File: src/rtl/rvb_issue.sv
// rvb_issue: issue stage in front of the bitmanip ALU.
// Validates the major opcode and substitutes the ADDIWU immediate for rs2.
// It also extracts the instruction bits the ALU consumes, and presents the
// result through a 2-entry skid buffer so that in_ready comes from a register.
// Optional build macro RVB_ISSUE_STATS_EN adds issue/stall/illegal counters.
module rvb_issue #(
  parameter int XLEN = 64
) (
  input  logic            clock,
  input  logic            reset,
  input  logic            in_valid,
  output logic            in_ready,
  input  logic [31:0]     in_insn,
  input  logic [XLEN-1:0] in_rs1,
  input  logic [XLEN-1:0] in_rs2,
  input  logic [XLEN-1:0] in_rs3,
  output logic            out_valid,
  input  logic            out_ready,
  output logic [XLEN-1:0] out_rs1,
  output logic [XLEN-1:0] out_rs2,
  output logic [XLEN-1:0] out_rs3,
  output logic            out_insn3,
  output logic            out_insn5,
  output logic            out_insn12,
  output logic            out_insn13,
  output logic            out_insn14,
  output logic            out_insn25,
  output logic            out_insn26,
  output logic            out_insn27,
  output logic            out_insn30,
  output logic            illegal,
  output logic [31:0]     illegal_insn
`ifdef RVB_ISSUE_STATS_EN
  ,
  output logic [31:0]     stat_issued,
  output logic [31:0]     stat_stall,
  output logic [15:0]     stat_illegal
`endif
);

  localparam logic [6:0] OPC_OP       = 7'b0110011;
  localparam logic [6:0] OPC_OP32     = 7'b0111011;
  localparam logic [6:0] OPC_OPIMM32  = 7'b0011011;

  typedef struct packed {
    logic [XLEN-1:0] rs1;
    logic [XLEN-1:0] rs2;
    logic [XLEN-1:0] rs3;
    logic [8:0]      bits;  // {i3,i5,i12,i13,i14,i25,i26,i27,i30}
  } ent_t;

  // Occupancy of the head/skid pair.
  typedef enum logic [1:0] {
    ST_EMPTY = 2'd0,
    ST_ONE   = 2'd1,
    ST_FULL  = 2'd2
  } state_e;

  state_e      state_q, state_d;
  logic        rdy_q, rdy_d;
  logic        vld_q, vld_d;
  ent_t        head_q, head_d;
  ent_t        skid_q, skid_d;
  logic        ill_q, ill_d;
  logic [31:0] ill_insn_q, ill_insn_d;

  logic        is_op_s, is_op32_s, is_addiwu_s, legal_s;
  logic        in_fire_s, out_fire_s, push_s, rej_s;
  ent_t        new_ent_s;

  // Reset forces both handshakes low even before the first reset edge.
  assign in_ready  = rdy_q & ~reset;
  assign out_valid = vld_q & ~reset;

  assign in_fire_s  = in_valid & in_ready;
  assign out_fire_s = out_valid & out_ready;

  // Opcode check and operand/bit extraction for the offered word.
  always_comb begin
    is_op_s     = (in_insn[6:0] == OPC_OP);
    is_op32_s   = (in_insn[6:0] == OPC_OP32);
    is_addiwu_s = (in_insn[6:0] == OPC_OPIMM32) && (in_insn[14:12] == 3'b100);
    legal_s     = (in_insn[1:0] == 2'b11) &&
                  (is_op_s || ((XLEN == 64) && (is_op32_s || is_addiwu_s)));
    push_s      = in_fire_s & legal_s;
    rej_s       = in_fire_s & ~legal_s;
    new_ent_s.rs1  = in_rs1;
    new_ent_s.rs3  = in_rs3;
    if (is_addiwu_s) begin
      new_ent_s.rs2 = {{(XLEN-12){in_insn[31]}}, in_insn[31:20]};
    end else begin
      new_ent_s.rs2 = in_rs2;
    end
    new_ent_s.bits = {in_insn[3], in_insn[5], in_insn[12], in_insn[13], in_insn[14],
                      in_insn[25], in_insn[26], in_insn[27], in_insn[30]};
  end

  // Buffer next-state: head always drives the outputs, skid absorbs one extra.
  always_comb begin
    state_d = state_q;
    head_d  = head_q;
    skid_d  = skid_q;
    case (state_q)
      ST_EMPTY: begin
        if (push_s) begin
          head_d  = new_ent_s;
          state_d = ST_ONE;
        end else begin
          state_d = ST_EMPTY;
        end
      end
      ST_ONE: begin
        if (push_s && out_fire_s) begin
          head_d  = new_ent_s;
          state_d = ST_ONE;
        end else if (push_s) begin
          skid_d  = new_ent_s;
          state_d = ST_FULL;
        end else if (out_fire_s) begin
          state_d = ST_EMPTY;
        end else begin
          state_d = ST_ONE;
        end
      end
      ST_FULL: begin
        if (out_fire_s) begin
          head_d  = skid_q;
          state_d = ST_ONE;
        end else begin
          state_d = ST_FULL;
        end
      end
      default: begin
        state_d = ST_EMPTY;
      end
    endcase
    rdy_d      = (state_d != ST_FULL);
    vld_d      = (state_d != ST_EMPTY);
    ill_d      = rej_s;
    ill_insn_d = rej_s ? in_insn : ill_insn_q;
  end

  // Control state and illegal reporting, cleared by reset.
  always_ff @(posedge clock) begin
    if (reset) begin
      state_q    <= ST_EMPTY;
      rdy_q      <= 1'b1;
      vld_q      <= 1'b0;
      ill_q      <= 1'b0;
      ill_insn_q <= 32'd0;
    end else begin
      state_q    <= state_d;
      rdy_q      <= rdy_d;
      vld_q      <= vld_d;
      ill_q      <= ill_d;
      ill_insn_q <= ill_insn_d;
    end
  end

  // Payload registers carry no reset; validity comes from the control state.
  always_ff @(posedge clock) begin
    head_q <= head_d;
    skid_q <= skid_d;
  end

  assign out_rs1      = head_q.rs1;
  assign out_rs2      = head_q.rs2;
  assign out_rs3      = head_q.rs3;
  assign {out_insn3, out_insn5, out_insn12, out_insn13, out_insn14,
          out_insn25, out_insn26, out_insn27, out_insn30} = head_q.bits;
  assign illegal      = ill_q;
  assign illegal_insn = ill_insn_q;

`ifdef RVB_ISSUE_STATS_EN
  logic [31:0] issued_q, stall_q;
  logic [15:0] sill_q;

  // Free-running wrap-around statistics counters.
  always_ff @(posedge clock) begin
    if (reset) begin
      issued_q <= 32'd0;
      stall_q  <= 32'd0;
      sill_q   <= 16'd0;
    end else begin
      issued_q <= issued_q + {31'd0, out_fire_s};
      stall_q  <= stall_q + {31'd0, (out_valid & ~out_ready)};
      sill_q   <= sill_q + {15'd0, rej_s};
    end
  end

  assign stat_issued  = issued_q;
  assign stat_stall   = stall_q;
  assign stat_illegal = sill_q;
`endif

endmodule

File: config.mk
export PLATFORM = sky130hd
export DESIGN_NAME = rvb_issue
export DESIGN_NICKNAME = d
export VERILOG_FILES = /design/src/rtl/rvb_issue.sv
export SDC_FILE = /design/constraint.sdc
export NUM_CORES = 1
export LEC_CHECK = 0
export CORE_ASPECT_RATIO = 0.5
export CORE_MARGIN = 3
export CORE_UTILIZATION = 40
export DETAILED_ROUTE_END_ITERATION = 16
export HOLD_SLACK_MARGIN = 0.02
export PLACE_DENSITY = 0.74
export SLEW_MARGIN = 30
export SYNTH_ARGS = -nofsm -noshare
export SYNTH_HDL_FRONTEND = slang
export SYNTH_SLANG_ARGS = --single-unit
File: constraint.sdc
create_clock -name clock -period 19.3 [get_ports clock]
set_clock_uncertainty 0.1 [all_clocks]
set_input_delay 1.93 -clock clock [delete_from_list [all_inputs] [get_ports clock]]
set_output_delay 1.93 -clock clock [all_outputs]
set_load 0.01 [all_outputs]
======== After elaboration in Yosys (flattened, before gate mapping) ========
Cells that the tools add are included.
storage, ports and cells
  bits in registers ....................... 439
  input bits .............................. 228
  output and inout port bits .............. 236
  word-level logic and storage cells ...... 54
cells by class
  equality and inequality tests ........... 11
  muxes and demuxes ....................... 11
  bitwise gates (word level) .............. 9
  reductions and logical operators ........ 10
operators with widths
  operator              count
  $mux W201             3
  $pmux W201 S3         1
  $mux W64              1
  $eq A7 B6 Y1 const B  2
  $ne A2 B2 Y1 const B  4
  $eq A7 B5 Y1 const B  1
  $and A1 B1 Y1         6
  $mux W2               3
  $pmux W2 S3           1
  $eq A2 B2 Y1 const B  2
  $reduce_and A4 Y1     1
  $eq A3 B3 Y1 const B  1
  $logic_and A1 B1 Y1   3
  $not A1 Y1            3
  $reduce_and A3 Y1     1
  $reduce_bool A3 Y1    1
  $eq A2 B1 Y1 const B  1
  $logic_not A2 Y1      1
  $logic_or A1 B1 Y1    2
  $mux W1               2
  $reduce_bool A2 Y1    1

======== Longest topological paths before layout ========
  depth in word-level cells ............... 10
  depth in mapped cells ................... 9
  gate-level depth less buffers ........... 7

======== Least setup slack after synthesis ========
No wires, ideal clock.
  path type ............................... input to register
  start point ............................. in reset
  end point ............................... reg skid_q[0] (netlist name) (enable)
  setup time .............................. 0.586 ns
  arrival ................................. 7.644 ns
  setup slack ............................. 10.970 ns
  stages on the path ...................... 7
  buffers on the path ..................... 2
  cell sequence ........................... buf_2 nor2b_1 nand2_1 clkbuf_1 nor2_1 ha_1 and2_1
between the ends
  longest elaborated chain between the ends .. 7
  elaborated cells on any way between the ends .. 9
  those cells by class .................... bitwise: 7; reduce/logical: 2
ends and longest elaborated chain
  item                           line  RTL
  start, declared                10    input logic reset,
  $not A1 Y1 *                   72    assign in_ready = rdy_q & ~reset;
  $and A1 B1 Y1 *                72
  named net in_ready             12    output logic in_ready,
  $and A1 B1 Y1 *                75    assign in_fire_s = in_valid & in_ready;
  $and A1 B1 Y1 *                85    push_s = in_fire_s & legal_s;
  $logic_and A1 B1 Y1            113   if (push_s && out_fire_s) begin
  $not A1 Y1 (no line)           n/a
  $reduce_and A3 Y1 (no line) *  n/a
  end signal, assigned           163   skid_q <= skid_d;
  end, declared                  63    ent_t skid_q, skid_d;
The timed path passes the listed nets; every way through them passes the cells marked *.
A chain may end at the register's enable or synchronous reset.

======== Final worst setup path ========
  start point ............................. in reset
  end point ............................... reg head_q, in the netlist out_rs3[33] (enable)
between the ends
  longest elaborated chain between the ends .. 7
  elaborated cells on any way between the ends .. 11
  those cells by class .................... eq/ne: 3; bitwise: 6; reduce/logical: 2
ends and longest elaborated chain
  item                           line    RTL
  $not A1 Y1 *                   72, 73
  $and A1 B1 Y1                  72
  $and A1 B1 Y1                  75
  $and A1 B1 Y1                  85
  $logic_and A1 B1 Y1            113
  $ne A2 B2 Y1 (no line)         n/a
  $reduce_and A4 Y1 (no line) *  n/a
  end signal, assigned           162     head_q <= head_d;
  end, declared                  62      ent_t head_q, head_d;
Mark *: on every way between the ends. The rest lies on a longest branch, timed or not.

==> summary.txt <==
Floorplan
  – Boundary Pins: around 460
  – Standard-cell row count: 52
  – Die outline width: around 290 microns
  – Starting Density: approximately two fifths
  – Floorplan core area: between 40000 and 50000 sq um
  – Chip height: ~150 microns
  – Die Footprint: around 44000 sq um

Timing
  – Worst-case hold slack: 0.374 ns
  – Setup TNS Final: 0 ns
  – Post-layout worst setup margin: between 10 and 15 ns
  – Fin. Hold Viols: 0
  – Actual transition at the worst max-transition pin: 0.932 ns
  – Final Setup Violations: 0
  – Max-slew headroom: around 38%
  – Crit path time final: around 6 ns
  – Ratio of final minimum period to clock period: a little under a third
  – Achievable Freq: 168 MHz
  – Unrepaired setup endpoints after global routing: no
  – Final max-slew violation count: 0

Synth
  – Top cell types by occurrence after synthesis: 521 x nand2_1, 402 x edfxtp_1, 86 x a21oi_1
  – Synth unique cells: 30
  – Main area contributors after synthesis: edfxtp_1 73%, nand2_1 12%, dfxtp_1 4.5%, a21oi_1 2.6%, nor2_1 1.4%
  – Proportion of synthesized area in mux cells: under 10%
  – Library cell occupying the most area in the post-synthesis netlist: edfxtp_1
  – Most numerous cell in the Yosys netlist: nand2_1
  – Xor-xnor portion of the synthesized cell area: 0%
  – Number of enable-type register cells in the synthesized netlist: 402
  – Number of synthesized register bits: around 440
  – Post-synth top area share: between 70% and 80%
  – Synthesized-area fraction occupied by ao, oa, aoi and oai cells: 3.85%
  – Share of flip-flops with an asynchronous set or reset after synthesis: 0%
  – Main combinational cell family by area after synthesis: simple AND/OR/NAND/NOR gates
  – Sequential-to-total area share from yosys stat: 77.4%
  – Combined area of all synthesized cells: ~17000 sq um
  – Simple-gate share of the synthesized area: around 15%
  – Prevailing post-synth register cell: edfxtp_1
  – Average cell area after synthesis: between 10 and 15 sq um
  – Count of mapped cells out of synthesis: ~1300
  – Mapped Nets: approximately 1500
  – Adder-cell share of the synthesized area: 0.151%
  – Warning count from the yosys run: 0

Clock network
  – Count of instances resized after the clock tree is built: 0
  – Total clock buffers created by CTS: 41
  – Clk sink count: about 440
  – Hold-fix buffer count after cts: 0
  – Clock latency on the worst-skew pair: between 0.5 and 0.6 ns
  – Max clock buf depth: 3
  – Clk Tree Root Cell: clkbuf_16
  – CTS tree: done
  – H-tree level count: 2
  – Number of post-CTS setup repair buffers: 0
  – Clock-pin slew reported for the worst setup and hold paths after clock tree synthesis: about 0.060 ns

Critical path
  – Cell type of the slowest stage on the worst timing path: buf_6
  – Largest stage delay on the critical path: about 0.73 ns
  – Worst reg2reg setup slack: 15.09 ns
  – CP delay by family, top: buffers and inverters
  – Arrival @ worst endpoint: roughly 6.0 ns
  – Most common cell on crit path: buf_6
  – Startpoint type of the worst setup path: input port
  – Critical register-to-register path startpoint: rdy_q$_SDFF_PP1_
  – Critical Path RT: between 15 and 20 ns
  – Type of destination of the critical path: flop
  – Worst Setup SP: reset
  – Crit path max fanout: 83
  – Worst Path Buf+Inv: 4
  – Critical path, cell by cell: clkdlybuf4s50_1 -> buf_4 -> nor2b_1 -> nand2_2 -> nor4_1 -> a221o_4 -> buf_6 -> buf_6
  – Setup Crit Path Kind: in -> reg

GRT
  – Largest net degree at the start of global routing: about 150
  – First-pass GRT wire length: between 60 and 70 mm
  – Initial antenna violation count: 7
  – Vias in the first global route: between 10000 and 15000
  – Total gr overflow: 0
  – Global router's overall resource usage: approximately a fifth

Power
  – Clock group share of total power: between 40% and 50%
  – Leak pwr: about 8.6 nW
  – Combinational share of power: under 10%
  – Switching portion of total power: about a fifth
  – PwrDens: between 80 and 90 nW/um^2
  – Design internal power: ~1.6 mW
  – Sequential fraction of design power: roughly 54%
  – Worst ir drop on vdd: ~59 uV
  – Post-layout power: just under 2 mW
  – Net switching component of the power: 386 uW

Flow run
  – Reported max-cap violation count: 0

Final layout
  – Share of cells above drive strength 1: 5.51%
  – Post-layout net count: between 1500 and 2000
  – Post-Layout Inst Area: 23000 sq um
  – Count of fill cells added during filler insertion: 3283
  – Area occupied by multi-input gates: 3460 sq um
  – FF/Latch Area: approximately 13000 sq um
  – Area growth, synth to finish: 39.0%

Placement
  – Final weighted congestion of routability-driven global placement: between 0.9 and 1
  – PortBufs: between 400 and 500
  – Post-Place Worst Slack: 12.64 ns
  – Hpwl dp: around 32 mm
  – Placement-stage cell area: 21700 sq um

Routing
  – Remaining antenna violation count: 0
  – Number of vias in the routed layout: about 11000
  – Iteration-0 DRC count of the detailed router: between 1000 and 1500
  – Final wirelength: 47.0 mm
  – Residual DRC count: 0
  – DR vias/cell: 4.87
  – Length of the first detailed-routing pass in iterations: 5
  – Average detailed-routed wire length per instance: between 20 and 25 microns

Min path
  – Origin of the worst min-delay path: illegal_insn[27]$_SDFFE_PP0P_
  – Path class of the lowest-slack min-delay path: reg -> reg

Run status
  – Result of the run: completed
## per-stage QoR
stage,util [%],cells
2_1_floorplan,-,1288
3_3_place_gp,53.3,2229
3_5_place_dp,53.4,2229
4_1_cts,56.5,2302
5_1_grt,56.6,2309
6_report,56.6,2311
## worst paths after layout
kind / end / cells after the start
min: illegal_insn[27]$_SDFFE_PP0P_ / 2
min reg2reg: illegal_insn[27]$_SDFFE_PP0P_ / 2
max: out_rs3[33]$_DFFE_PP_ / 8
max reg2reg: out_rs3[33]$_DFFE_PP_ / 6
## logic make-up (layout without fill, tap and decap cells)
group	count (synthesis)	after routing
other cells	0	9
mux	22	22
fa+ha+maj	2	2
buf+inv	75	549
flops	439	439
compound gates	121	121
simple gates	629	629
## cells in the final DEF, fill, tap and decap left out, drive strengths merged
master,n
nand4b,1
and2,2
mux2,22
clkbuf,54
or2,2
and4bb,2
nand2b,1
clkdlybuf4s50,463
a221o,1
or3,1
nand2,521
ha,2
buf,11
bufinv,4
a22oi,1
nor2b,4
edfxtp,402
a21oi,86
nor3,3
dfxtp,37
nand3,30
o211a,1
diode,9
o211ai,1
nor4,1
o21ai,30
a41oi,1
inv,5
nor2,61
clkinv,12
## power groups by stage
stage / sequential (mW) / clock (mW) / combinational, mW
CTS: 1.04 / 0.814 / 0.103
global placement: 1.06 / 0 / 0.0994
global route: 1.04 / 0.853 / 0.112
floorplan: 1.07 / 0 / 0.0304
detailed placement: 1.06 / 0 / 0.103
finish: 1.04 / 0.797 / 0.103
## tightest hold or removal path: stages, from the launching register on
cell and delay (ns):
dfxtp_1 0.30, o21ai_0 0.06, a21oi_1 0.06
## metal layers
metal	global-route usage, %	vias up	routed length [microns]	part of all wire (%)
li1	-	5349	-	-
met3	3.23	105	1960	4.2
met1	23.9	5479	17700	38
met4	10.5	0	2120	4.5
met5	0	-	0	0
met2	36.5	320	25100	54
## cell type report
type	instances	area share, %
Multi-Input combinational cell	774	15.1
Antenna cell	9	0.0978
Sequential cell	439	55.7
Timing Repair Buffer	474	20.6
Tap cell	540	2.94
Clock buffer	54	4.76
Inverter	2	0.0326
Clock inverter	19	0.859
## registers in the layout, summed over array words and instances (netlist names), 2 cells and up
| name | flops |
|---|---|
| state_q | 2 |
| skid_q | 201 |
| out_rs1 | 64 |
| illegal_insn | 32 |
| out_rs2 | 64 |
| out_rs3 | 64 |
No activity file was read; power rests on OpenSTA's default activity.
